File: src/rtl/uart_fifo_timer_if.sv
// CPU data-bus port of the UART: block select, word index, write/read strobes and data.
interface uart_fifo_timer_if;
   logic        m_sel;
   logic [3:0]  m_addr;
   logic [31:0] m_data_i;
   logic [31:0] m_data_o;
   logic        m_rd;
   logic        m_wr;

   modport master (output m_sel, m_addr, m_data_i, m_rd, m_wr, input m_data_o);
   modport slave  (input m_sel, m_addr, m_data_i, m_rd, m_wr, output m_data_o);
endinterface

File: src/rtl/uart_fifo_timer.sv
// Buffered UART with TX/RX FIFOs, programmable divisor, sticky errors, irq and a ms counter.
// Define UART_PARITY_EN to add the optional parity bit (reg3[19:18] mode, par_err flag).
module uart_fifo_timer #(
   parameter int DEFAULT_DIV = 48,
   parameter int TX_AW       = 4,
   parameter int RX_AW       = 4,
   parameter int TICK_DIV    = 48000
) (
   input  logic             clk_i,
   input  logic             rstn,
   uart_fifo_timer_if.slave bus,
   input  logic             RXD,
   output logic             TXD,
   output logic             irq_o
);
   localparam int TW = (TICK_DIV > 1) ? $clog2(TICK_DIV) : 1;
   typedef enum logic [2:0] {S_IDLE, S_START, S_DATA, S_PAR, S_STOP} uart_st_e;

   logic [15:0] div;
   logic        ien_rx, ien_tx;
   logic [1:0]  pmode;
   logic        rx_ovr, tx_ovf, frm_err, par_err;
   logic [31:0] ms_counter;
   logic [TW-1:0] ms_timer;
   logic        wr0, wr1, wr2, wr3, clr, unused_ok;

   assign wr0 = bus.m_sel & bus.m_wr & (bus.m_addr == 4'd0);
   assign wr1 = bus.m_sel & bus.m_wr & (bus.m_addr == 4'd1);
   assign wr2 = bus.m_sel & bus.m_wr & (bus.m_addr == 4'd2);
   assign wr3 = bus.m_sel & bus.m_wr & (bus.m_addr == 4'd3);
   assign clr = wr1 & bus.m_data_i[1];
   assign unused_ok = ^{bus.m_rd, bus.m_data_i[31:16]};

   // ---------------- FIFOs: count is one bit wider so full == MSB set
   logic [7:0]       tx_mem [2**TX_AW];
   logic [TX_AW-1:0] tx_wp, tx_rp;
   logic [TX_AW:0]   tx_cnt;
   logic             tx_fempty, tx_full, tx_pop, tx_push_ok, tx_empty;
   logic [7:0]       rx_mem [2**RX_AW];
   logic [RX_AW-1:0] rx_wp, rx_rp;
   logic [RX_AW:0]   rx_cnt;
   logic             rx_fempty, rx_full, rx_pop, rx_push, rx_push_ok;
   logic [7:0]       rx_head;

   uart_st_e    tx_st, rx_st;
   logic [15:0] tcnt, tdiv, rcnt, rdiv;
   logic [2:0]  tbit, rbit;
   logic [7:0]  tsh, rsh;
   logic [1:0]  tpm, rpm;
   logic        tpar_on, rpar_on, rpar_bad, armed, rxs;
   logic [1:0]  rx_sync;

   assign tx_fempty  = (tx_cnt == '0);
   assign tx_full    = tx_cnt[TX_AW];
   assign tx_pop     = ~tx_fempty & ((tx_st == S_IDLE) | ((tx_st == S_STOP) & (tcnt == '0)));
   assign tx_push_ok = wr0 & (~tx_full | tx_pop);
   assign tx_empty   = tx_fempty & (tx_st == S_IDLE);
   assign rx_fempty  = (rx_cnt == '0);
   assign rx_full    = rx_cnt[RX_AW];
   assign rx_pop     = wr1 & bus.m_data_i[0] & ~rx_fempty;
   assign rx_push    = (rx_st == S_STOP) & (rcnt == '0);
   assign rx_push_ok = rx_push & (~rx_full | rx_pop);
   assign rx_head    = rx_fempty ? 8'h00 : rx_mem[rx_rp];

   always_ff @(posedge clk_i) begin
      if (tx_push_ok) tx_mem[tx_wp] <= bus.m_data_i[7:0];
      if (rx_push_ok) rx_mem[rx_wp] <= rsh;
   end

   always_ff @(posedge clk_i or negedge rstn) begin
      if (!rstn) begin
         tx_wp <= '0; tx_rp <= '0; tx_cnt <= '0;
         rx_wp <= '0; rx_rp <= '0; rx_cnt <= '0;
      end else begin
         if (tx_push_ok) tx_wp <= tx_wp + 1'b1;
         if (tx_pop)     tx_rp <= tx_rp + 1'b1;
         tx_cnt <= tx_cnt + {{TX_AW{1'b0}}, tx_push_ok} - {{TX_AW{1'b0}}, tx_pop};
         if (rx_push_ok) rx_wp <= rx_wp + 1'b1;
         if (rx_pop)     rx_rp <= rx_rp + 1'b1;
         rx_cnt <= rx_cnt + {{RX_AW{1'b0}}, rx_push_ok} - {{RX_AW{1'b0}}, rx_pop};
      end
   end

   // ---------------- control registers, sticky flags (a new error beats a clear), irq, ms counter
   always_ff @(posedge clk_i or negedge rstn) begin
      if (!rstn) begin
         div <= 16'(DEFAULT_DIV); ien_rx <= 1'b0; ien_tx <= 1'b0;
         rx_ovr <= 1'b0; tx_ovf <= 1'b0; frm_err <= 1'b0; par_err <= 1'b0;
         irq_o <= 1'b0; ms_counter <= '0; ms_timer <= '0;
      end else begin
         if (wr3) begin
            div    <= (bus.m_data_i[15:0] < 16'd4) ? 16'd4 : bus.m_data_i[15:0];
            ien_rx <= bus.m_data_i[16];
            ien_tx <= bus.m_data_i[17];
         end
         rx_ovr  <= (rx_ovr  & ~clr) | (rx_push & rx_full & ~rx_pop);
         tx_ovf  <= (tx_ovf  & ~clr) | (wr0 & tx_full & ~tx_pop);
         frm_err <= (frm_err & ~clr) | (rx_push & ~rxs);
         par_err <= (par_err & ~clr) | (rx_push & rpar_bad);
         irq_o   <= (ien_rx & ~rx_fempty) | (ien_tx & tx_empty);
         if (wr2) begin
            ms_counter <= bus.m_data_i;
            ms_timer   <= '0;
         end else if (ms_timer == TW'(TICK_DIV - 1)) begin
            ms_timer   <= '0;
            ms_counter <= ms_counter + 32'd1;
         end else begin
            ms_timer <= ms_timer + TW'(1);
         end
      end
   end

`ifdef UART_PARITY_EN
   always_ff @(posedge clk_i or negedge rstn) begin
      if (!rstn)    pmode <= 2'b00;
      else if (wr3) pmode <= bus.m_data_i[19:18];
   end
`else
   assign pmode = 2'b00;
`endif

   // mode 11 behaves as no parity; odd parity is even parity inverted
   assign tpar_on = (tpm == 2'b01) | (tpm == 2'b10);
   assign rpar_on = (rpm == 2'b01) | (rpm == 2'b10);

   // ---------------- TX: divisor and parity mode are frozen for the whole frame
   always_ff @(posedge clk_i or negedge rstn) begin
      if (!rstn) begin
         tx_st <= S_IDLE; TXD <= 1'b1; tcnt <= '0; tdiv <= 16'd4;
         tbit <= '0; tsh <= '0; tpm <= 2'b00;
      end else if (tx_pop) begin
         tx_st <= S_START; TXD <= 1'b0; tsh <= tx_mem[tx_rp];
         tdiv <= div; tcnt <= div - 16'd1; tpm <= pmode;
      end else if (tx_st != S_IDLE) begin
         if (tcnt != '0) tcnt <= tcnt - 16'd1;
         else begin
            tcnt <= tdiv - 16'd1;
            case (tx_st)
               S_START: begin tx_st <= S_DATA; tbit <= '0; TXD <= tsh[0]; end
               S_DATA:
                  if (tbit != 3'd7) begin
                     tbit <= tbit + 3'd1; TXD <= tsh[tbit + 3'd1];
                  end else if (tpar_on) begin
                     tx_st <= S_PAR; TXD <= ^tsh ^ tpm[1];
                  end else begin
                     tx_st <= S_STOP; TXD <= 1'b1;
                  end
               S_PAR:   begin tx_st <= S_STOP; TXD <= 1'b1; end
               default: begin tx_st <= S_IDLE; TXD <= 1'b1; end
            endcase
         end
      end
   end

   // ---------------- RX: start needs a fresh high->low after each frame (armed)
   assign rxs = rx_sync[1];

   always_ff @(posedge clk_i or negedge rstn) begin
      if (!rstn) begin
         rx_sync <= 2'b11; rx_st <= S_IDLE; rcnt <= '0; rdiv <= 16'd4;
         rbit <= '0; rsh <= '0; rpm <= 2'b00; rpar_bad <= 1'b0; armed <= 1'b0;
      end else begin
         rx_sync <= {rx_sync[0], RXD};
         case (rx_st)
            S_IDLE:
               if (rxs) begin
                  armed <= 1'b1; rcnt <= '0;
               end else if (armed) begin
                  if (rcnt == {1'b0, div[15:1]} - 16'd1) begin
                     rx_st <= S_START; rdiv <= div; rpm <= pmode; rpar_bad <= 1'b0;
                  end else rcnt <= rcnt + 16'd1;
               end
            S_START:
               if (rxs) rx_st <= S_IDLE;
               else begin rx_st <= S_DATA; rbit <= '0; rcnt <= rdiv - 16'd2; end
            default:
               if (rcnt != '0) rcnt <= rcnt - 16'd1;
               else begin
                  rcnt <= rdiv - 16'd1;
                  case (rx_st)
                     S_DATA: begin
                        rsh <= {rxs, rsh[7:1]};
                        if (rbit == 3'd7) rx_st <= rpar_on ? S_PAR : S_STOP;
                        else rbit <= rbit + 3'd1;
                     end
                     S_PAR:   begin rpar_bad <= rxs ^ ^rsh ^ rpm[1]; rx_st <= S_STOP; end
                     default: begin rx_st <= S_IDLE; armed <= 1'b0; rcnt <= '0; end
                  endcase
               end
         endcase
      end
   end

   // ---------------- read mux, reads are side-effect free
   always_comb begin
      bus.m_data_o = '0;
      if (bus.m_sel) begin
         case (bus.m_addr)
            4'd0: bus.m_data_o = {24'b0, rx_head};
            4'd1: bus.m_data_o = {25'b0, par_err, frm_err, tx_ovf, rx_ovr, tx_empty, ~tx_full, ~rx_fempty};
            4'd2: bus.m_data_o = ms_counter;
            4'd3: bus.m_data_o = {12'b0, pmode, ien_tx, ien_rx, div};
            default: bus.m_data_o = '0;
         endcase
      end
   end
endmodule

File: src/flat_wrapper.sv
// flat-port wrapper written by rule: the top's interface ports become plain ports
module uart_fifo_timer_flat 
#(
   parameter int DEFAULT_DIV = 48,
   parameter int TX_AW       = 4,
   parameter int RX_AW       = 4,
   parameter int TICK_DIV    = 48000
)
  (clk_i, rstn, RXD, TXD, irq_o, bus_m_sel, bus_m_addr, bus_m_data_i, bus_m_rd, bus_m_wr, bus_m_data_o);
  uart_fifo_timer_if bus_i ();
  input  logic clk_i;
  input  logic rstn;
  input  logic RXD;
  output logic TXD;
  output logic irq_o;
  input wire logic [$bits(bus_i.m_sel)-1:0] bus_m_sel;
  input wire logic [$bits(bus_i.m_addr)-1:0] bus_m_addr;
  input wire logic [$bits(bus_i.m_data_i)-1:0] bus_m_data_i;
  input wire logic [$bits(bus_i.m_rd)-1:0] bus_m_rd;
  input wire logic [$bits(bus_i.m_wr)-1:0] bus_m_wr;
  output wire logic [$bits(bus_i.m_data_o)-1:0] bus_m_data_o;
  assign bus_i.m_sel = bus_m_sel;
  assign bus_i.m_addr = bus_m_addr;
  assign bus_i.m_data_i = bus_m_data_i;
  assign bus_i.m_rd = bus_m_rd;
  assign bus_i.m_wr = bus_m_wr;
  assign bus_m_data_o = bus_i.m_data_o;
  uart_fifo_timer #(.DEFAULT_DIV(DEFAULT_DIV), .TX_AW(TX_AW), .RX_AW(RX_AW), .TICK_DIV(TICK_DIV)) u_core (.clk_i(clk_i), .rstn(rstn), .bus(bus_i), .RXD(RXD), .TXD(TXD), .irq_o(irq_o));
endmodule
File: config.mk
export PLATFORM = sky130hd
export DESIGN_NAME = uart_fifo_timer_flat
export DESIGN_NICKNAME = d
export VERILOG_FILES = /design/src/rtl/uart_fifo_timer_if.sv /design/src/rtl/uart_fifo_timer.sv /design/src/flat_wrapper.sv
export SDC_FILE = /design/constraint.sdc
export NUM_CORES = 1
export LEC_CHECK = 0
export CORE_MARGIN = 4
export CORE_UTILIZATION = 40
export CTS_BUF_LIST = sky130_fd_sc_hd__clkbuf_8
export CTS_CLUSTER_DIAMETER = 150
export DETAILED_ROUTE_END_ITERATION = 10
export PLACE_DENSITY_LB_ADDON = 0.12
export SLEW_MARGIN = 20
export SYNTH_ARGS = -nofsm -noshare
export SYNTH_HDL_FRONTEND = slang
export SYNTH_SLANG_ARGS = --single-unit
File: constraint.sdc
create_clock -name clk_i -period 9.9 [get_ports clk_i]
set_input_delay 1.98 -clock clk_i [delete_from_list [all_inputs] [get_ports clk_i]]
set_output_delay 1.98 -clock clk_i [all_outputs]
set_load 0.02 [all_outputs]
Yosys cells after proc, flatten, opt, wreduce, memory -nomap -nowiden
Memory sizes are Yosys's and may differ from the RTL's. A register that Yosys moved wholly into a read port is not among the register bits.
Index checks and enable logic that the tools add are counted.
{"block": "totals", "reg_bits": 186, "ramBits": 256, "in_bits": 42, "output_inout_bits": 34, "word_cells": 220, "n_memories": 2}
{"block": "classes", "add_sub_neg": 20, "magnitude_cmp": 2, "eq_ne": 31, "muxes": 59, "bitwise_logic": 48, "n_reduce_logical": 29}
{"name": "u_core.rx_mem", "words": 16, "width": 8, "read_ports": 1, "rd_clocked_by_memory_dff": 0, "write_ports": 1, "line_no": "uart_fifo_timer.sv:39", "rtl": "logic [7:0] rx_mem [2**RX_AW];"}
{"name": "u_core.tx_mem", "words": 16, "width": 8, "read_ports": 1, "rd_clocked_by_memory_dff": 1, "write_ports": 1, "line_no": "uart_fifo_timer.sv:35", "rtl": "logic [7:0] tx_mem [2**TX_AW];"}
{"operator": "16-bit 2-to-1 mux", "n": 12}
{"operator": "32-bit case mux with 4 select lines", "n": 1}
{"operator": "32-bit 2-to-1 mux", "n": 3}
{"operator": "16-bit by 1-bit subtractor with 16-bit output, second input constant", "n": 5}
{"operator": "3-bit 2-to-1 mux", "n": 14}
{"operator": "16-bit by 1-bit adder with 16-bit output, second input constant", "n": 2}
{"operator": "32-bit by 1-bit adder with 32-bit output, second input constant", "n": 1}
{"operator": "16-bit logical NOT", "n": 2}
{"operator": "16-bit case mux with 2 select lines", "n": 1}
{"operator": "16-bit nonzero test", "n": 2}
{"operator": "1-bit AND", "n": 26}
{"operator": "3-bit case mux with 2 select lines", "n": 4}
{"operator": "1-bit 2-to-1 mux", "n": 17}
{"operator": "4-bit by 1-bit adder with 4-bit output, second input constant", "n": 4}
{"operator": "16-bit equality test", "n": 1}
{"operator": "16-bit equality test, second input constant", "n": 1}
{"operator": "16-bit by 3-bit less-than comparator with 1-bit output, second input constant", "n": 1}
{"operator": "15-bit by 1-bit subtractor with 16-bit output, second input constant", "n": 1}
{"operator": "16-bit by 2-bit subtractor with 16-bit output, second input constant", "n": 1}
{"operator": "5-bit AND reduction", "n": 3}
{"operator": "1-bit NOT", "n": 13}
{"operator": "3-bit by 2-bit equality test with 1-bit output, second input constant", "n": 4}
{"operator": "2-bit by 1-bit != test with 1-bit output, second input constant", "n": 6}
{"operator": "5-bit by 1-bit adder with 5-bit output", "n": 2}
{"operator": "other kinds (31)", "n": 62}

Depth between registers and ports, before layout
{"block": "logic_depth", "depth_word": 8, "depth_mapped": 19, "ltp_nobuf": 16}

Least setup slack after synthesis
OpenSTA, ideal clock, no wires.
{"block": "synth_path", "path_kind": "input to output", "start": "input bus_m_addr[0]", "end": "output bus_m_data_o[6]", "arrival_time_ns": 3.435, "required_ns": 7.920, "setup_slack_ns": 4.485, "cell_stages": 4, "path_buffers": 1, "path_cell_list": "nor4b_1 > clkbuf_1 > a222oi_1 > a21oi_1"}
{"block": "synth_between", "elab_chain_cells": 3, "word_cells_on_any_way": 6, "classes_between": "eq/ne (3); mux (2); reduce/logical (1)"}
{"item": "start: declaration", "line_no": "flat_wrapper.sv:17", "rtl": "input wire logic [$bits(bus_i.m_addr)-1:0] bus_m_addr;"}
{"item": "4-bit by 2-bit equality test with 1-bit output, or another cell as far along", "line_no": "uart_fifo_timer.sv:198", "rtl": "case (bus.m_addr)"}
{"item": "32-bit case mux with 4 select lines (*)", "line_no": "uart_fifo_timer.sv:198"}
{"item": "32-bit 2-to-1 mux (*)", "line_no": "uart_fifo_timer.sv:197", "rtl": "if (bus.m_sel) begin"}
{"item": "end: declaration", "line_no": "flat_wrapper.sv:21", "rtl": "output wire logic [$bits(bus_i.m_data_o)-1:0] bus_m_data_o;"}
Every way passes the cells marked *; elsewhere a longest branch is shown, timed or not.

Worst setup path after layout
{"block": "layout_path", "start": "input bus_m_addr[0]", "end": "output bus_m_data_o[5]"}
Same word-level chain as after synthesis.

==> results.cfg <==
[floorplan]
top_level_ports = 76
dieHeight_um = 244
total_number_of_placement_rows = 86
total_core_area_um2 = 55100
floorplan.initialDensity = 0.404
die_x_um = 244
die_area_um2 = 59500

[synth]
synthMostInstantiatedCell = edfxtp_1
syn-num-nets = 1934
synth_top_cell_area_share = 0.345
cell_taking_the_most_area_after_synthesis = edfxtp_1
ys_warn_count = 0
synthesis_stage_register_bit_count = 450
post_synth_instance_area_um2 = 22300
syn_inst = 1855
synth_edf_count = 256
netlist_top_cells_area = edfxtp_1, dfrtp_1, mux4_2, nand2_1, xnor2_1
ys_async_sr_fraction = 0.431
synthDistinctLibCells = 91
flip_flop_cell_with_the_highest_count_after_synthesis = edfxtp_1
synth_area_per_cell_um2 = 12.0
yosys-top-cells-count = edfxtp_1, nand2_1, dfrtp_1, nor2_1, xnor2_1
seq_total_area_yosys = 0.564

[pwr]
p_sw_frac = 0.335
power_frac_comb = 0.242
p_leak_nw = 9.52
irDropWorstVdd_mv = 0.106
power.sequential.fraction = 0.446
p_int_w = 0.00361
pwr_density_cell_nw_per_um2 = 215
clk_pwr_share = 0.312
switching_power_w = 0.00182

[global_route]
grtUsageMet3 = 0.0491
number_of_global_route_vias_before_repair = 15333
globalRouteTotalUtil = 0.194
maximum_number_of_pins_on_one_net_before_global_route_repair = 83
globalRoute.busiestLayer = met1
grt_pass1_wl_um = 90800
gr-total-overflow = 0
grt.met1_usage = 0.291
grt_use_met2 = 0.280
antenna_violations_before_repair = 1

[setup_path]
critPathCaptureType = output port
timing.critical_path.required_ns = 7.92
path_max_fanout = 20
cell_by_cell_listing_of_the_critical_path = clkdlybuf4s50_1, nor4b_2, buf_4, a222oi_1, a21oi_1, clkdlybuf4s50_1
worstPathBufferInverterCount = 3
cp_top_family = buffers and inverters
critical-path-top-cell-by-count = clkdlybuf4s50_1
worstPathArrival_ns = 4.98
crit_path_start_kind = input port
setup.worst_path.class = in2out
worst_path_largest_cell_delay_ns = 0.80
critical_path.slowest_cell = nor4b_2

[timing]
grt_setup_unrepaired = false
fin_hold_ws_ns = 0.348
final_min_period_over_clock_period = 0.703
slew_viol_final = 0
skew_ns = 0.0501
final_hold_viol_count = 0
finalSetupViolCount = 0
setup_total_negative_slack_ns = 0
tightestPinTransition_ns = 1.01
fmax_ghz = 0.144
period_minus_slack_ns = 6.96
relSlewSlack = 0.326

[clock_tree]
clock_tree.root_cell = clkbuf_8
postCtsHoldBufs = 0
post_cts_gate_resize_count = 0
post_cts.repair.setup_buffers = 0
maximum_clock_insertion_buffer_count = 3
tritoncts.num_buffers = 80
clock_latency_ns = 0.67
cts_tree = yes
cts_max_level = 3
cts.clk_slew.worst_paths_ns = 0.06
clock-sinks = 450

[job]
cap_violations = 0

[route]
drt_pass1_iterations = 6
wl_um = 57300
antenna_left = 0
vias_per_cell = 5.52
dr_total_vias = 15131
drc_violation_total_after_the_first_tritonroute_iteration = 1175
route.detailed.drc = 0
wl_cell_um = 20.9

[final_layout]
final_area_um2 = 25200
drive_above_1_share = 0.140
final_util = 0.458
nets = 2005
syn2layout_area_growth_pct = 13.5

[place]
hpwl_um = 38800
placement.cell_area_um2 = 23700
placement.io_buffers = 74
gp_congestion = 0.850

[run_status]
result_of_the_run = finished clean

[hold_path]
timing.hold.worst.class = reg2reg
## stage by stage
| stage | power [W] | setup slack, ns | cells |
|---|---|---|---|
| 2_1_floorplan | 0.00337 | 4.49 | 1855 |
| 3_3_place_gp | 0.00373 | 3.08 | 2592 |
| 3_5_place_dp | 0.00375 | 3.03 | 2592 |
| 4_1_cts | 0.00548 | 3.02 | 2740 |
| 5_1_grt | 0.00576 | 2.82 | 2741 |
| 6_report | 0.00543 | 2.94 | 2741 |
## final cells by class
type	count	area, µm²
clock buffers	91	1250
fillers	5136	29800
flip-flops and latches	450	12600
well taps	748	936
multi-input cells	1228	8960
clock inverters	57	329
inverters	59	224
diodes	1	2.50
repair buffers	107	993
## final timing paths
kind / startpoint / endpoint / slack [ns] / depth (start not counted)
worst max-delay path: bus_m_addr[0] / bus_m_data_o[5] / 2.94 / 6
worst min-delay path: u_core.rx_sync[0]$_DFF_PN1_ / u_core.rx_sync[1]$_DFF_PN1_ / 0.35 / 0
worst max register to register: u_core.div[2]$_DFFE_PN0P_ / u_core.rdiv[13]$_DFFE_PN0P_ / 5.43 / 9
worst min register to register: u_core.rx_sync[0]$_DFF_PN1_ / u_core.rx_sync[1]$_DFF_PN1_ / 0.35 / 0
max in group asynchronous: rstn / u_core.ms_timer[1]$_DFF_PN0_ / 7.18 / 2
min in group asynchronous: rstn / u_core.tbit[0]$_DFFE_PN0P_ / 1.32 / 1
## worst reg2reg max path: stages, from the launching register on
cell      delay (ns)
dfrtp_1         0.54
inv_1           0.31
ha_1            0.37
or4b_1          0.62
o21ai_0         0.13
nand3_1         0.09
nor4_1          0.31
o2111a_1        0.67
and4_1          0.92
mux2_1          0.40
## kinds of logic (layout without fill, tap and decap cells)
family,after synthesis,after routing,synth area share
and+or+nand+nor,643,643,0.142
DFF,450,450,0.564
AOI/OAI and AO/OA,293,293,0.0878
buffers and inverters,177,314,0.0344
muxes,128,128,0.100
xor gates and xnor gates,127,127,0.0500
adders and majority gates,37,37,0.0215
other,0,1,0
## power groups by stage
stage	Combinational [W]	Sequential, W	Clock [W]
global placement	0.00129	0.00245	0
floorplan	0.00108	0.00229	0
finish	0.00131	0.00242	0.00169
CTS	0.00131	0.00241	0.00175
detailed placement	0.00131	0.00245	0
global route	0.00147	0.00245	0.00184
## cell usage in the layout (no fill, tap or decap), drive strengths merged, types with 46 or more instances in the layout
master,Yosys,final
nor3,46,46
a21oi,82,82
xnor2,83,83
clkbuf,85,91
dfrtp,187,187
nand2,211,211
clkdlybuf4s50,0,73
inv,57,92
nand3,52,52
edfxtp,256,256
o21ai,70,70
nor2,158,158
mux4,73,73
## state kept, by name (all words and copies together) (netlist names), 4 cells and up
register and cells:
u_core.ms_counter 32, u_core.tdiv 16, u_core.rcnt 16, u_core.tx_wp 4
u_core.tx_mem 128, u_core.rdiv 16, u_core.tcnt 16, u_core.div 16
u_core.ms_timer 16, u_core.rx_wp 4, u_core.rx_rp 4, u_core.tx_rp 4
u_core.rsh 8, u_core.tsh 8, u_core.rx_cnt 5, u_core.rx_mem 128
u_core.tx_cnt 5
## routing by layer
metal	wire [µm]	vias to the layer above	share of wire
li1	-	7023	-
met1	27500	7533	0.48
met2	24500	484	0.43
met3	3950	91	0.069
met4	1320	0	0.023
met5	0	-	0
No activity file was read; power rests on OpenSTA's default activity.
==> variant 1: new RTL, config.mk and constraints unchanged <==
`TICK_DIV` is set to 48000 in 2 places; all go to 96000.
--- a/src/rtl/uart_fifo_timer.sv
+++ b/src/rtl/uart_fifo_timer.sv
@@ -6,3 +6,3 @@
    parameter int RX_AW       = 4,
-   parameter int TICK_DIV    = 48000
+   parameter int TICK_DIV    = 96000
 ) (
--- a/src/flat_wrapper.sv
+++ b/src/flat_wrapper.sv
@@ -6,3 +6,3 @@
    parameter int RX_AW       = 4,
-   parameter int TICK_DIV    = 48000
+   parameter int TICK_DIV    = 96000
 )
Behaviour: no difference found for any inputs over 4 cycles, from zero or initial values and one cycle with rstn low; that may be too few to reach the edited logic, so the function may still have changed.
==> variant 1 against the unedited design <==
Design area down 1.3%; wire length fell by 1.1%; fmax increased by 2.6%; die area shrank 1.4%; global-route usage down 0.23 points; setup slack better by 180 ps; area after synthesis decreased by 1.5%; via count fell by 3.9%; worst hold slack improved by 31 ps; core utilization grew 0.27 points; power rose by 14%; sequential power grew 5%; sequential cell count rose by 1; cell count shrank 3.5%; critical path type unchanged; highest routed layer is now met5.
==> variant 1: results (changes against the unedited design) <==
- The number of antenna violations at the first check in global routing is 2 (+1).
- The number of non-filler instances in the completed layout was 2644 (-3.5%).
- The adder and majority cell fraction of the synthesized area is 2.18% (+0.032 points).
- The synthesized netlist net count is 1884 (-2.6%).
- The multiplexer area fraction after synthesis is 9.99% (-0.043 points).
- The wire length on met3 is 4020 microns (+1.7%).
- The data arrival time of the critical path is 4800 ps (-180 ps).
- The uppermost layer routed is met5.
- The leakage dissipation came to 9.51 nW (-0.13%).
- The share of synthesized flip-flops with an asynchronous set or reset is 43.2% (+0.13 points).
- The average routed wire per standard cell is 21.4 microns (+2.6%).
- The top fanout value on the critical path is 19 (-5.0%).
- The setup skew after layout is 45.4 ps (-4.63 ps).
- The part of the cycle the worst path needs is 68.5% (-1.8 points).
- The final-stage net count is 1961 (-2.2%).
- The sequential-to-total area share from yosys stat came to 57.4% (+0.96 points).
- The placed wire-length estimate after detailed placement is 37700 microns (-2.9%).
- The number of optimization iterations in the first detailed-route pass is 5 (-1).
- The post-synthesis compound-gate area fraction is 8.05% (-0.72 points).
- Ranked by total cell area, the synthesized netlist is headed by sky130_fd_sc_hd__edfxtp_1 35%, sky130_fd_sc_hd__dfrtp_1 21%, sky130_fd_sc_hd__mux4_2 8.4%, sky130_fd_sc_hd__nand2_1 4.8%, sky130_fd_sc_hd__xnor2_1 3.5%.
- The via count of the first global-routing pass is 14.6k (-5.0%).
- The largest vdd supply drop was 0.121 mV (+14%).
- The worst slack at placement is 3250 ps (+229 ps).
- The share of layout cells above drive strength 1 is 14.3% (+0.27 points).
- The slew at the pin with the worst max-slew slack is 968 ps (-43.1 ps).
- The number of buffers added by the clock tree synthesis step is 79 (-1.3%).
- The run finished with clean final reports.
- The pin count of the biggest net entering global routing is 71 (-14%).
- The via-per-instance ratio came to 5.50 (-0.33%).
- The count of placed standard cells including taps was 2497 (-3.7%).
- The overall track demand over capacity in global routing is 19.2% (-0.23 points).
- The detailed-route wire length on metal 1 was 26800 microns (-2.6%).
- The number of antenna diodes is 0 (-1).
- The number of DRC markers after the initial detailed-route iteration is 1160 (-1.3%).
- The post-route worst hold slack is 379 ps (+30.8 ps).
- The post-synthesis cell type count is 84 (-7.7%).
- The area share of the largest cell type after synthesis is 35.1% (+0.52 points).
[variant 1: final timing paths]
check,startpoint,end,depth (start not counted)
worst max register to register,u_core.tcnt[7]$_DFFE_PN0P_,u_core.tcnt[14]$_DFFE_PN0P_,14
worst max-delay path,bus_m_addr[3],bus_m_data_o[2],8
worst min-delay path,u_core.rx_sync[0]$_DFF_PN1_,u_core.rx_sync[1]$_DFF_PN1_,0
min in group asynchronous,rstn,u_core.tcnt[11]$_DFFE_PN0P_,1
max in group asynchronous,rstn,u_core.rx_rp[0]$_DFFE_PN0P_,2
worst min register to register,u_core.rx_sync[0]$_DFF_PN1_,u_core.rx_sync[1]$_DFF_PN1_,0
[variant 1: power breakdown]
part | total, mW | internal (mW) | switching (mW) | leakage (nW)
clock network | 1.72 | 0.909 | 0.806 | 0.948
registers | 2.55 | 2.22 | 0.334 | 4.80
logic | 1.92 | 0.849 | 1.07 | 3.76
total | 6.19 | 3.97 | 2.21 | 9.51
[variant 1: area by class of cell]
cell class	instances	share of cell area (%)
timing repair buffer	98	3.72
inverter	49	0.738
multi-input combinational	1203	35.1
clock inverter	56	1.38
tap	696	3.50
clock buffer	91	5.03
sequential	451	50.5
[variant 1: worst max-delay path, stage by stage]
cell and delay [ps]:
sky130_fd_sc_hd__clkdlybuf4s50_1 420, sky130_fd_sc_hd__nor2_1 270, sky130_fd_sc_hd__nand2_1 110, sky130_fd_sc_hd__nor2_2 400, sky130_fd_sc_hd__buf_4 380, sky130_fd_sc_hd__a22oi_1 140
sky130_fd_sc_hd__a31oi_1 390, sky130_fd_sc_hd__clkdlybuf4s50_1 700
[variant 1: layer usage]
layer  GRT usage [%]  up-vias
li1                -     6758
met1            28.4     7269
met2            28.0      418
met3            5.10       98
met4            5.28        4
met5               0        -
==> variant 2: new RTL, same flow settings <==
Made on the original files. Encoding of `uart_st_e`: now one-hot (5 bits for 5 values).
--- a/src/rtl/uart_fifo_timer.sv
+++ b/src/rtl/uart_fifo_timer.sv
@@ -16,3 +16,3 @@
    localparam int TW = (TICK_DIV > 1) ? $clog2(TICK_DIV) : 1;
-   typedef enum logic [2:0] {S_IDLE, S_START, S_DATA, S_PAR, S_STOP} uart_st_e;
+   typedef enum logic [4:0] {S_IDLE = 5'b00001, S_START = 5'b00010, S_DATA = 5'b00100, S_PAR = 5'b01000, S_STOP = 5'b10000} uart_st_e;
 
Function: no difference found for any inputs over 4 cycles, from zero or initial values and one cycle with rstn low; so few cycles prove little.
==> variant 2 against the unedited design <==
Global-route usage increased by 0.47 points; via count decreased by 2.1%; wire length increased by 2.2%; critical path type unchanged; clock skew decreased by 25 ps; sequential cell count increased by 2; design area decreased by 0.77%; critical endpoint is now bus_m_data_o[6]; combinational power decreased by 18%; power decreased by 5.1%; largest cell class unchanged; core utilization increased by 0.45 points; worst hold slack improved by 9.9 ps; setup slack improved by 150 ps; non-clock buffer count increased by 6; sequential share of layout area increased by 0.59 points; area after synthesis decreased by 1.2%.
==> variant 2: results (changes against the unedited design) <==
- The flow ran to the end, and the final reports show no timing, DRC or antenna violations.
- By count the netlist is led by 256 x sky130_fd_sc_hd__edfxtp_1, 207 x sky130_fd_sc_hd__nand2_1, 187 x sky130_fd_sc_hd__dfrtp_1.
- The net switching fraction of the power came to 32.0% (-1.5 points).
- The setup skew after layout is 25.0 ps (-25.1 ps).
- The overall power after layout is 5.15 mW (-5.1%).
- The post-synthesis cell type count was 90 (-1.1%).
- The post-route worst hold slack was 358 ps (+9.92 ps).
- The number of optimization iterations in the first detailed-route pass is 7 (+1).
- The launching element of the worst setup path is bus_m_addr[3].
- The synthesized instance count is 1803 (-2.8%).
- The worst reg2reg path depth is 7 (-2).
- The via count of the first global-routing pass is 14.8k (-3.2%).
- The largest vdd supply drop came to 0.102 mV (-3.5%).
- The part of the cycle the worst path needs came to 68.8% (-1.5 points).
- The final-layout fill cell count is 4922 (-4.2%).
- The largest stage delay on the critical path came to 710 ps (-90 ps).
- The setup slack on the worst flop-to-flop path is 5730 ps (+300 ps).
- The leakage dissipation is 9.63 nW (+1.1%).
- The data arrival time of the critical path is 4830 ps (-150 ps).
- The top fanout value on the critical path was 10 (-50%).
- The final-stage net count is 1971 (-1.7%).
- The placed wire-length estimate after detailed placement is 39400 microns (+1.5%).
- The average routed wire per standard cell is 22.1 microns (+5.7%).
- The number of non-filler instances in the completed layout is 2650 (-3.3%).
- The capture point of the critical path is bus_m_data_o[6].
- The master of the slowest instance on the critical path is sky130_fd_sc_hd__clkdlybuf4s50_1.
- The via-per-instance ratio came to 5.59 (+1.2%).
- The pin count of the biggest net entering global routing is 95 (+14%).
- The sequential-to-total area share from yosys stat came to 57.3% (+0.92 points).
- The synthesized netlist net count is 1882 (-2.7%).
- The wire length of the first global-routing pass is 90700 microns (about the same).
## variant 2: changes by cell type in the layout (fill, tap and decap cells not counted), moves of 10 or more
cell	delta
sky130_fd_sc_hd__nand3_1	-11
sky130_fd_sc_hd__and2_1	+10
sky130_fd_sc_hd__inv_1	-10
sky130_fd_sc_hd__xnor2_1	-11
sky130_fd_sc_hd__mux2i_1	-19
sky130_fd_sc_hd__and3_1	-13
## variant 2: cells by family (layout without fill, tap and decap cells)
| kind of cell | count (synthesis) | in the layout | share of synthesized area [%] |
|---|---|---|---|
| DFF | 452 | 452 | 57.3 |
| other | 0 | 2 | 0 |
| xor gates and xnor gates | 123 | 123 | 4.90 |
| AOI/OAI and AO/OA | 282 | 282 | 8.32 |
| muxes | 118 | 118 | 10.2 |
| and+or+nand+nor | 632 | 632 | 14.2 |
| adders and majority gates | 37 | 37 | 2.17 |
| buffers and inverters | 159 | 308 | 2.90 |
## variant 2: layout make-up
class | count | area, sq um | share of cell area [%]
clock inverter | 52 | 310 | 1.24
multi-input combinational | 1192 | 8790 | 35.1
clock buffer | 90 | 1240 | 4.94
antenna | 2 | 5.00 | 0.0200
timing repair buffer | 113 | 1040 | 4.15
tap | 696 | 871 | 3.48
inverter | 53 | 199 | 0.794
sequential | 452 | 12600 | 50.3
## variant 2: power groups by stage
stage	registers (mW)	clock network, mW	logic, mW
after global routing	2.40	1.82	1.21
after CTS	2.37	1.74	1.09
after floorplan	2.28	0	0.857
after detailed placement	2.41	0	1.08
final	2.38	1.69	1.08
after global placement	2.41	0	1.06
## variant 2: metal layers
layer,part of all wire (%),GRT usage [%],vias up
met4,2.6,5.53,0
met1,45,27.7,7488
met3,5.7,4.48,98
met5,0,0,-
li1,-,-,6843
met2,47,31.5,380
